`src/rtl/tiny_dnn_pkg.sv`:
```
// Shared types and default widths for the ping-pong batch controller.
//   src_st_e : stream-in FSM states
//   cmp_st_e : compute handshake FSM states
//   drn_st_e : stream-out (drain) FSM states
package tiny_dnn_pkg;

  localparam int TD_DATA_W = 32;
  localparam int TD_ADDR_W = 12;
  localparam int TD_CNT_W  = 12;

  typedef enum logic {SI_IDLE, SI_LOAD} src_st_e;
  typedef enum logic {CI_IDLE, CI_BUSY} cmp_st_e;
  typedef enum logic {DI_IDLE, DI_READ} drn_st_e;

endpackage

```
`src/rtl/tiny_dnn_pp_batch_ctrl_skid.sv`:
```
// tiny_dnn_skid: 2-entry valid/ready buffer that absorbs the one-cycle
// dst buffer read latency. The producer must not push while count==2
// unless a pop happens in the same cycle.
//   clk, reset        : clock, async active-high reset
//   flush             : synchronous drop of all entries
//   in_valid/in_data  : push side (no ready; producer tracks count)
//   out_valid/out_data/out_ready : pop side
//   count             : current occupancy 0..2
module tiny_dnn_skid #(
  parameter int W = 33
) (
  input  logic         clk,
  input  logic         reset,
  input  logic         flush,
  input  logic         in_valid,
  input  logic [W-1:0] in_data,
  output logic         out_valid,
  output logic [W-1:0] out_data,
  input  logic         out_ready,
  output logic [1:0]   count
);

  logic [W-1:0] d0, d1;
  logic [1:0]   cnt;
  logic         pop;

  assign out_valid = (cnt != 2'd0);
  assign out_data  = d0;
  assign count     = cnt;
  assign pop       = out_valid & out_ready;

  always_ff @(posedge clk or posedge reset) begin
    if (reset) begin
      cnt <= '0;
      d0  <= '0;
      d1  <= '0;
    end else if (flush) begin
      cnt <= '0;
    end else begin
      case ({in_valid, pop})
        2'b10: begin
          if (cnt == 2'd0) d0 <= in_data;
          else             d1 <= in_data;
          cnt <= cnt + 2'd1;
        end
        2'b01: begin
          d0  <= d1;
          cnt <= cnt - 2'd1;
        end
        2'b11: begin
          // d0 leaves; the new word goes behind whatever remains
          if (cnt == 2'd1) d0 <= in_data;
          else begin
            d0 <= d1;
            d1 <= in_data;
          end
        end
        default: ;
      endcase
    end
  end

endmodule

```
`src/rtl/tiny_dnn_pp_batch_ctrl.sv`:
```
// tiny_dnn_pp_batch_ctrl: ping-pong batch controller. Overlaps stream-in of
// sample n+1 (bank wb), compute of sample n (bank cb) and stream-out of
// sample n-1 (bank rb) using src_full/dst_full ownership flags per bank.
//   run                       : level enable; low returns everything to idle
//   ss, ds                    : source / destination words per sample minus one
//   src_valid/data/last/ready : input stream
//   src_we/bank/a/wd          : src buffer write port
//   s_init, c_bank, s_fin     : compute handshake and bank owned by compute
//   dst_re/bank/a, dst_rd     : dst buffer read port (1-cycle latency)
//   dst_valid/data/last/ready : output stream
//   err_last                  : sticky, src_last not aligned to word ss
// Optional macro TINY_DNN_PERF_EN adds saturating perf counters
// perf_src_stall, perf_dst_stall and perf_samples.
module tiny_dnn_pp_batch_ctrl
  import tiny_dnn_pkg::*;
#(
  parameter int DATA_W = TD_DATA_W,
  parameter int ADDR_W = TD_ADDR_W,
  parameter int CNT_W  = TD_CNT_W
) (
  input  logic              clk,
  input  logic              reset,
  input  logic              run,
  input  logic [CNT_W-1:0]  ss,
  input  logic [CNT_W-1:0]  ds,
  input  logic              src_valid,
  input  logic [DATA_W-1:0] src_data,
  input  logic              src_last,
  output logic              src_ready,
  output logic              src_we,
  output logic              src_bank,
  output logic [ADDR_W-1:0] src_a,
  output logic [DATA_W-1:0] src_wd,
  output logic              s_init,
  output logic              c_bank,
  input  logic              s_fin,
  output logic              dst_re,
  output logic              dst_bank,
  output logic [ADDR_W-1:0] dst_a,
  input  logic [DATA_W-1:0] dst_rd,
  output logic              dst_valid,
  output logic [DATA_W-1:0] dst_data,
  output logic              dst_last,
  input  logic              dst_ready,
`ifdef TINY_DNN_PERF_EN
  output logic [31:0]       perf_src_stall,
  output logic [31:0]       perf_dst_stall,
  output logic [31:0]       perf_samples,
`endif
  output logic              err_last
);

  src_st_e src_st, src_nxt;
  cmp_st_e cmp_st, cmp_nxt;
  drn_st_e drn_st, drn_nxt;

  logic [1:0]       src_full, dst_full, src_full_n, dst_full_n;
  logic             wb, cb, rb;
  logic [CNT_W-1:0] src_cnt, rd_cnt;
  logic             rd_done, rd_pend, rd_pend_last;
  logic             at_end, src_close, err_evt, fin, drn_done, pop, room;
  logic [1:0]       skid_cnt;
  logic [2:0]       occ;

  // ---- stream-in ----
  assign src_ready = (src_st == SI_LOAD);
  assign src_we    = src_valid & src_ready;
  assign src_bank  = wb;
  assign src_a     = ADDR_W'(src_cnt);
  assign src_wd    = src_we ? src_data : '0;
  assign at_end    = (src_cnt == ss);
  // an early last closes the bank at that beat
  assign src_close = src_we & (at_end | src_last);
  assign err_evt   = src_we & (at_end ^ src_last);

  always_comb begin
    src_nxt = src_st;
    case (src_st)
      SI_IDLE: if (!src_full[wb]) src_nxt = SI_LOAD;
      SI_LOAD: if (src_close)     src_nxt = SI_IDLE;
      default: src_nxt = SI_IDLE;
    endcase
    if (!run) src_nxt = SI_IDLE;
  end

  // ---- compute handshake ----
  assign s_init = run & (cmp_st == CI_IDLE) & src_full[cb] & ~dst_full[cb];
  assign c_bank = cb;
  assign fin    = run & (cmp_st == CI_BUSY) & s_fin;

  always_comb begin
    cmp_nxt = cmp_st;
    case (cmp_st)
      CI_IDLE: if (s_init) cmp_nxt = CI_BUSY;
      CI_BUSY: if (fin)    cmp_nxt = CI_IDLE;
      default: cmp_nxt = CI_IDLE;
    endcase
    if (!run) cmp_nxt = CI_IDLE;
  end

  // ---- drain ----
  // occupancy after this cycle (buffered + in flight - popped) must leave
  // space for the read issued now
  assign pop      = dst_valid & dst_ready;
  assign occ      = {1'b0, skid_cnt} + {2'b0, rd_pend} - {2'b0, pop};
  assign room     = (occ < 3'd2);
  assign dst_re   = run & (drn_st == DI_READ) & ~rd_done & room;
  assign dst_bank = rb;
  assign dst_a    = ADDR_W'(rd_cnt);
  assign drn_done = (drn_st == DI_READ) & pop & dst_last;

  always_comb begin
    drn_nxt = drn_st;
    case (drn_st)
      DI_IDLE: if (dst_full[rb]) drn_nxt = DI_READ;
      DI_READ: if (drn_done)     drn_nxt = DI_IDLE;
      default: drn_nxt = DI_IDLE;
    endcase
    if (!run) drn_nxt = DI_IDLE;
  end

  tiny_dnn_skid #(.W(DATA_W + 1)) u_skid (
    .clk       (clk),
    .reset     (reset),
    .flush     (~run),
    .in_valid  (rd_pend),
    .in_data   ({rd_pend_last, dst_rd}),
    .out_valid (dst_valid),
    .out_data  ({dst_last, dst_data}),
    .out_ready (dst_ready),
    .count     (skid_cnt)
  );

  // ---- bank flags: sets applied after clears so a set wins ----
  always_comb begin
    src_full_n = src_full;
    dst_full_n = dst_full;
    if (fin)       src_full_n[cb] = 1'b0;
    if (src_close) src_full_n[wb] = 1'b1;
    if (drn_done)  dst_full_n[rb] = 1'b0;
    if (fin)       dst_full_n[cb] = 1'b1;
  end

  always_ff @(posedge clk or posedge reset) begin
    if (reset) begin
      src_st <= SI_IDLE;
      cmp_st <= CI_IDLE;
      drn_st <= DI_IDLE;
    end else begin
      src_st <= src_nxt;
      cmp_st <= cmp_nxt;
      drn_st <= drn_nxt;
    end
  end

  always_ff @(posedge clk or posedge reset) begin
    if (reset) begin
      src_full     <= '0;
      dst_full     <= '0;
      wb           <= 1'b0;
      cb           <= 1'b0;
      rb           <= 1'b0;
      src_cnt      <= '0;
      rd_cnt       <= '0;
      rd_done      <= 1'b0;
      rd_pend      <= 1'b0;
      rd_pend_last <= 1'b0;
    end else if (!run) begin
      src_full     <= '0;
      dst_full     <= '0;
      wb           <= 1'b0;
      cb           <= 1'b0;
      rb           <= 1'b0;
      src_cnt      <= '0;
      rd_cnt       <= '0;
      rd_done      <= 1'b0;
      rd_pend      <= 1'b0;
      rd_pend_last <= 1'b0;
    end else begin
      src_full     <= src_full_n;
      dst_full     <= dst_full_n;
      rd_pend      <= dst_re;
      rd_pend_last <= dst_re & (rd_cnt == ds);
      if (src_close) begin
        wb      <= ~wb;
        src_cnt <= '0;
      end else if (src_we) begin
        src_cnt <= src_cnt + 1'b1;
      end
      if (fin) cb <= ~cb;
      if (drn_done) begin
        rb      <= ~rb;
        rd_cnt  <= '0;
        rd_done <= 1'b0;
      end else if (dst_re) begin
        if (rd_cnt == ds) rd_done <= 1'b1;
        else              rd_cnt  <= rd_cnt + 1'b1;
      end
    end
  end

  // sticky across run low; only reset clears it
  always_ff @(posedge clk or posedge reset) begin
    if (reset)              err_last <= 1'b0;
    else if (run & err_evt) err_last <= 1'b1;
  end

`ifdef TINY_DNN_PERF_EN
  always_ff @(posedge clk or posedge reset) begin
    if (reset) begin
      perf_src_stall <= '0;
      perf_dst_stall <= '0;
      perf_samples   <= '0;
    end else if (!run) begin
      perf_src_stall <= '0;
      perf_dst_stall <= '0;
      perf_samples   <= '0;
    end else begin
      if (src_valid & ~src_ready & (perf_src_stall != '1)) perf_src_stall <= perf_src_stall + 1'b1;
      if (dst_valid & ~dst_ready & (perf_dst_stall != '1)) perf_dst_stall <= perf_dst_stall + 1'b1;
      if (fin & (perf_samples != '1))                      perf_samples   <= perf_samples + 1'b1;
    end
  end
`endif

endmodule

```
`config.mk`:
```
export PLATFORM = sky130hd
export DESIGN_NAME = tiny_dnn_pp_batch_ctrl
export DESIGN_NICKNAME = d
export VERILOG_FILES = /design/src/rtl/tiny_dnn_pkg.sv /design/src/rtl/tiny_dnn_pp_batch_ctrl_skid.sv /design/src/rtl/tiny_dnn_pp_batch_ctrl.sv
export SDC_FILE = /design/constraint.sdc
export NUM_CORES = 1
export LEC_CHECK = 0
export ABC_AREA = 1
export CORE_MARGIN = 10
export CORE_UTILIZATION = 42
export CTS_CLUSTER_SIZE = 30
export DETAILED_ROUTE_END_ITERATION = 10
export PLACE_DENSITY = 0.77
export REMOVE_ABC_BUFFERS = 1
export SLEW_MARGIN = 15
export SYNTH_ARGS = -nofsm -noshare
export SYNTH_HDL_FRONTEND = slang
export SYNTH_SLANG_ARGS = --single-unit
```
`constraint.sdc`:
```
create_clock -name clk -period 4.1 [get_ports clk]
set_input_delay 1.23 -clock clk [delete_from_list [all_inputs] [get_ports clk]]
set_output_delay 1.23 -clock clk [all_outputs]
set_load 0.005 [all_outputs]
```
==> flow_metrics.py <==
metrics = {
    "logic_synthesis": {
        "synth_top_area_share": 0.451,
        "syn_area_um2": 5880,
        "synth_largest_area_cell": "dfrtp_1",
        "synth-seq-area-share": 0.451,
        "synth.distinct_cells": 40,
        "synthCells": 713,
        "ys_ff_latch": 106,
        "synth_warnings": 0,
        "syn_avg_cell_area_um2": 8.25,
        "synth_area_leaders": "dfrtp_1 45%, nand2_1 9.9%, mux2_4 7.7%",
    },
    "setup_path": {
        "slowest_delay_ns": 0.49,
        "endpoint": "dst_re",
        "worstReg2RegStart": "u_skid.count[0]$_DFFE_PP0P_",
        "critPathArrivalTime_ns": 2.71,
        "path_common_cell": "nor2_4",
        "critical_path.endpoint_type": "output port",
        "worstSetupStartpointType": "input pin",
        "r2r-end": "dst_a[9]$_DFFE_PP0P_",
        "reg2reg_slack_ns": 1.39,
        "slowest_stage": "fa_1",
        "critical_path.startpoint": "dst_ready",
        "crit_path_cell_trace": "clkbuf_2 > inv_2 > nor2_4 > buf_4 > nor2_2 > o21ai_1 > fa_1 > nand4_1 > nor2_4 > buf_2",
        "cp_max_fo": 3,
        "reg2reg_depth": 14,
        "critPathRequiredTime_ns": 2.87,
        "critPathKind": "in -> out",
    },
    "power": {
        "power_leakage_nw": 3.92,
        "peakVddDrop_v": 0.000308,
        "finalPower_mw": 3.36,
        "p_per_area_nw_per_um2": 404,
    },
    "floorplanning": {
        "start_util": 0.425,
        "coreArea_um2": 13800,
        "die_y_um": 138,
        "row_count": 43,
        "dieArea_um2": 19100,
        "io-pin-count": 193,
        "die_x_um": 138,
    },
    "clock_tree": {
        "numCtsBuffers": 9,
        "clkSinkCount": 106,
        "root_buffer": "clkbuf_16",
        "clk_pin_slew_worst_paths_ns": 0.07,
        "clock_path_buffers": 2,
        "clock_latency_ns": 0.34,
        "htree_levels": 3,
        "cts_tree": "built",
    },
    "cells_and_area": {
        "layout-drive-gt1-share": 0.0999,
        "syn_to_final_growth_pct": 41.5,
        "fin_area_um2": 8320,
        "final_util": 0.602,
        "final_nets": 1007,
        "num_antenna_cells": 0,
    },
    "timing": {
        "rsz0062_at_grt": "false",
        "hold_viol": 0,
        "fin_crit_ns": 3.94,
        "final_max_slew_viol_count": 0,
        "fmaxAchievable_mhz": 253,
        "tightest_slew_ns": 0.780,
        "timing.hold.ws_ns": 0.474,
        "finalWorstSetupSlack_ns": 0.155,
        "finalSetupViolCount": 0,
        "timing.final.crit_share": 0.962,
        "skew_ns": 0.0101,
        "maxSlewHeadroom": 0.478,
    },
    "global_routing": {
        "antenna_found_initial": 0,
        "grt_max_degree": 67,
        "grt_pass1_vias": 5357,
        "grt_use_total": 0.176,
        "grt_first_pass_wirelength_mm": 28.2,
        "grt_overflow": 0,
    },
    "drt": {
        "drt_iter0_drc": 253,
        "antenna_left": 0,
        "drt_drc_violations_left": 0,
        "drt_wl_total_mm": 17.3,
        "num_vias": 5433,
        "wl_met3_mm": 1.16,
        "drt-met1-wl_mm": 7.65,
        "viasPerCell": 4.98,
        "wl_per_cell_um": 15.8,
        "met2_length_mm": 8.08,
        "dr.pass1.iters": 4,
        "routed.top_layer": "met4",
    },
    "placed_design": {
        "place_area_um2": 8040,
        "pre_cts_ws_ns": -0.724,
        "hpwl_mm": 13.1,
        "port_buffers": 192,
        "place_congestion": 0.910,
    },
    "flow_run": {
        "drv_cap": 0,
    },
    "outcome": {
        "outcome": "finished, final reports clean",
    },
    "min_path": {
        "hp-class": "reg -> reg",
    },
}
-- cells by family after synthesis --
family / after synthesis / synth area share
buffers and inverters: 112 / 0.0810
flip-flops: 106 / 0.451
AND/OR/NAND/NOR: 357 / 0.261
XOR/XNOR: 21 / 0.0313
AO/OA/AOI/OAI: 78 / 0.0800
adder cells (fa/ha/maj): 6 / 0.0140
multiplexers: 33 / 0.0823
-- sequential cells by signal, summed over array words and instances (netlist names), 2 cells and up --
register and cells:
u_skid.out_data 33, dst_a 12, dst_full 2, u_skid.count 2
src_full 2, u_skid.d1 33, src_a 12
-- cells in the final DEF, fill, tap and decap left out, drive strengths merged, types with 2 or more instances in the layout --
master	instances
ha	5
or2	2
o22ai	2
clkbuf	11
nand3b	2
o21ai	19
nor2	104
nand4	8
xor2	11
mux2	33
a21oi	18
o21bai	2
nand3	74
a31oi	33
nand2	158
buf	20
inv	87
dfrtp	106
nor3	7
xnor2	10
clkdlybuf4s50	190
-- layer usage --
layer,up-vias,global-route usage
li1,2702,-
met1,2525,0.218
met2,185,0.292
met3,21,0.0455
met4,0,0.0549
met5,-,0
-- through the flow --
step / std cells / TNS (ns)
2_1_floorplan: 684 / -0.114
3_3_place_gp: 1075 / -0.719
3_5_place_dp: 1075 / -0.724
4_1_cts: 1091 / 0
5_1_grt: 1091 / 0
6_report: 1091 / 0
-- what timing repair did --
action,in CTS,in global routing
setup endpoints to repair,1,1
hold endpoints to repair,0,0
setup buffers,0,0
hold buffers,0,0
pin swaps,2,1
cloned,0,0
resized for setup,7,3
-- cells in the mapped netlist --
| cell type | n |
|---|---|
| o21ai_1 | 2 |
| buf_1 | 1 |
| or2_2 | 2 |
| a31o_2 | 1 |
| o21ai_4 | 1 |
| nand2_2 | 3 |
| nor4_1 | 1 |
| o21bai_1 | 2 |
| xnor2_1 | 10 |
| ha_1 | 5 |
| mux2_4 | 30 |
| a32o_1 | 1 |
| nand3_1 | 72 |
| inv_2 | 4 |
| nand2_1 | 155 |
| nand4_1 | 8 |
| a21oi_1 | 18 |
| inv_1 | 79 |
| o22ai_2 | 1 |
| nand3_2 | 1 |
| nand3b_1 | 2 |
| nor2_1 | 99 |
| nor3_1 | 7 |
| dfrtp_1 | 106 |
| nor3b_1 | 1 |
| o21a_1 | 1 |
| xor2_1 | 11 |
| a31oi_1 | 33 |
| clkbuf_1 | 9 |
| buf_4 | 3 |
| nor2_4 | 3 |
| fa_1 | 1 |
| buf_2 | 12 |
| o22ai_1 | 1 |
| buf_6 | 4 |
| o21ai_0 | 16 |
| a22oi_1 | 1 |
| nand3_4 | 1 |
| mux2_2 | 3 |
| nor2_2 | 2 |
-- how the worst min path moves through the flow --
stage | from | endpoint | cells after the start
floorplan | err_last$_DFFE_PP0P_ | err_last$_DFFE_PP0P_ | 1
global placement | err_last$_DFFE_PP0P_ | err_last$_DFFE_PP0P_ | 1
detailed placement | err_last$_DFFE_PP0P_ | err_last$_DFFE_PP0P_ | 1
CTS | err_last$_DFFE_PP0P_ | err_last$_DFFE_PP0P_ | 1
global route | err_last$_DFFE_PP0P_ | err_last$_DFFE_PP0P_ | 1
finish | err_last$_DFFE_PP0P_ | err_last$_DFFE_PP0P_ | 1
-- report_power, final --
| group | switching [mW] | internal, mW |
|---|---|---|
| Combinational | 0.481 | 0.634 |
| Clock | 0.415 | 0.427 |
| Sequential | 0.135 | 1.27 |
| Total | 1.03 | 2.33 |
-- critical path: cells and delay by family --
family	cells	cell delay, ns
AO/OA/AOI/OAI	1	0.08
adder cells (fa/ha/maj)	1	0.49
buffers and inverters	4	0.46
AND/OR/NAND/NOR	4	0.45
-- area by class of cell --
| class | count | area (µm²) |
|---|---|---|
| Inverter | 83 | 314 |
| Tap cell | 180 | 225 |
| Multi-Input combinational cell | 495 | 2770 |
| Sequential cell | 106 | 2650 |
| Fill cell | 1239 | 5500 |
| Clock inverter | 6 | 56.3 |
| Clock buffer | 10 | 229 |
| Timing Repair Buffer | 211 | 2080 |
Note: power is estimated with default switching activity, not from simulation.
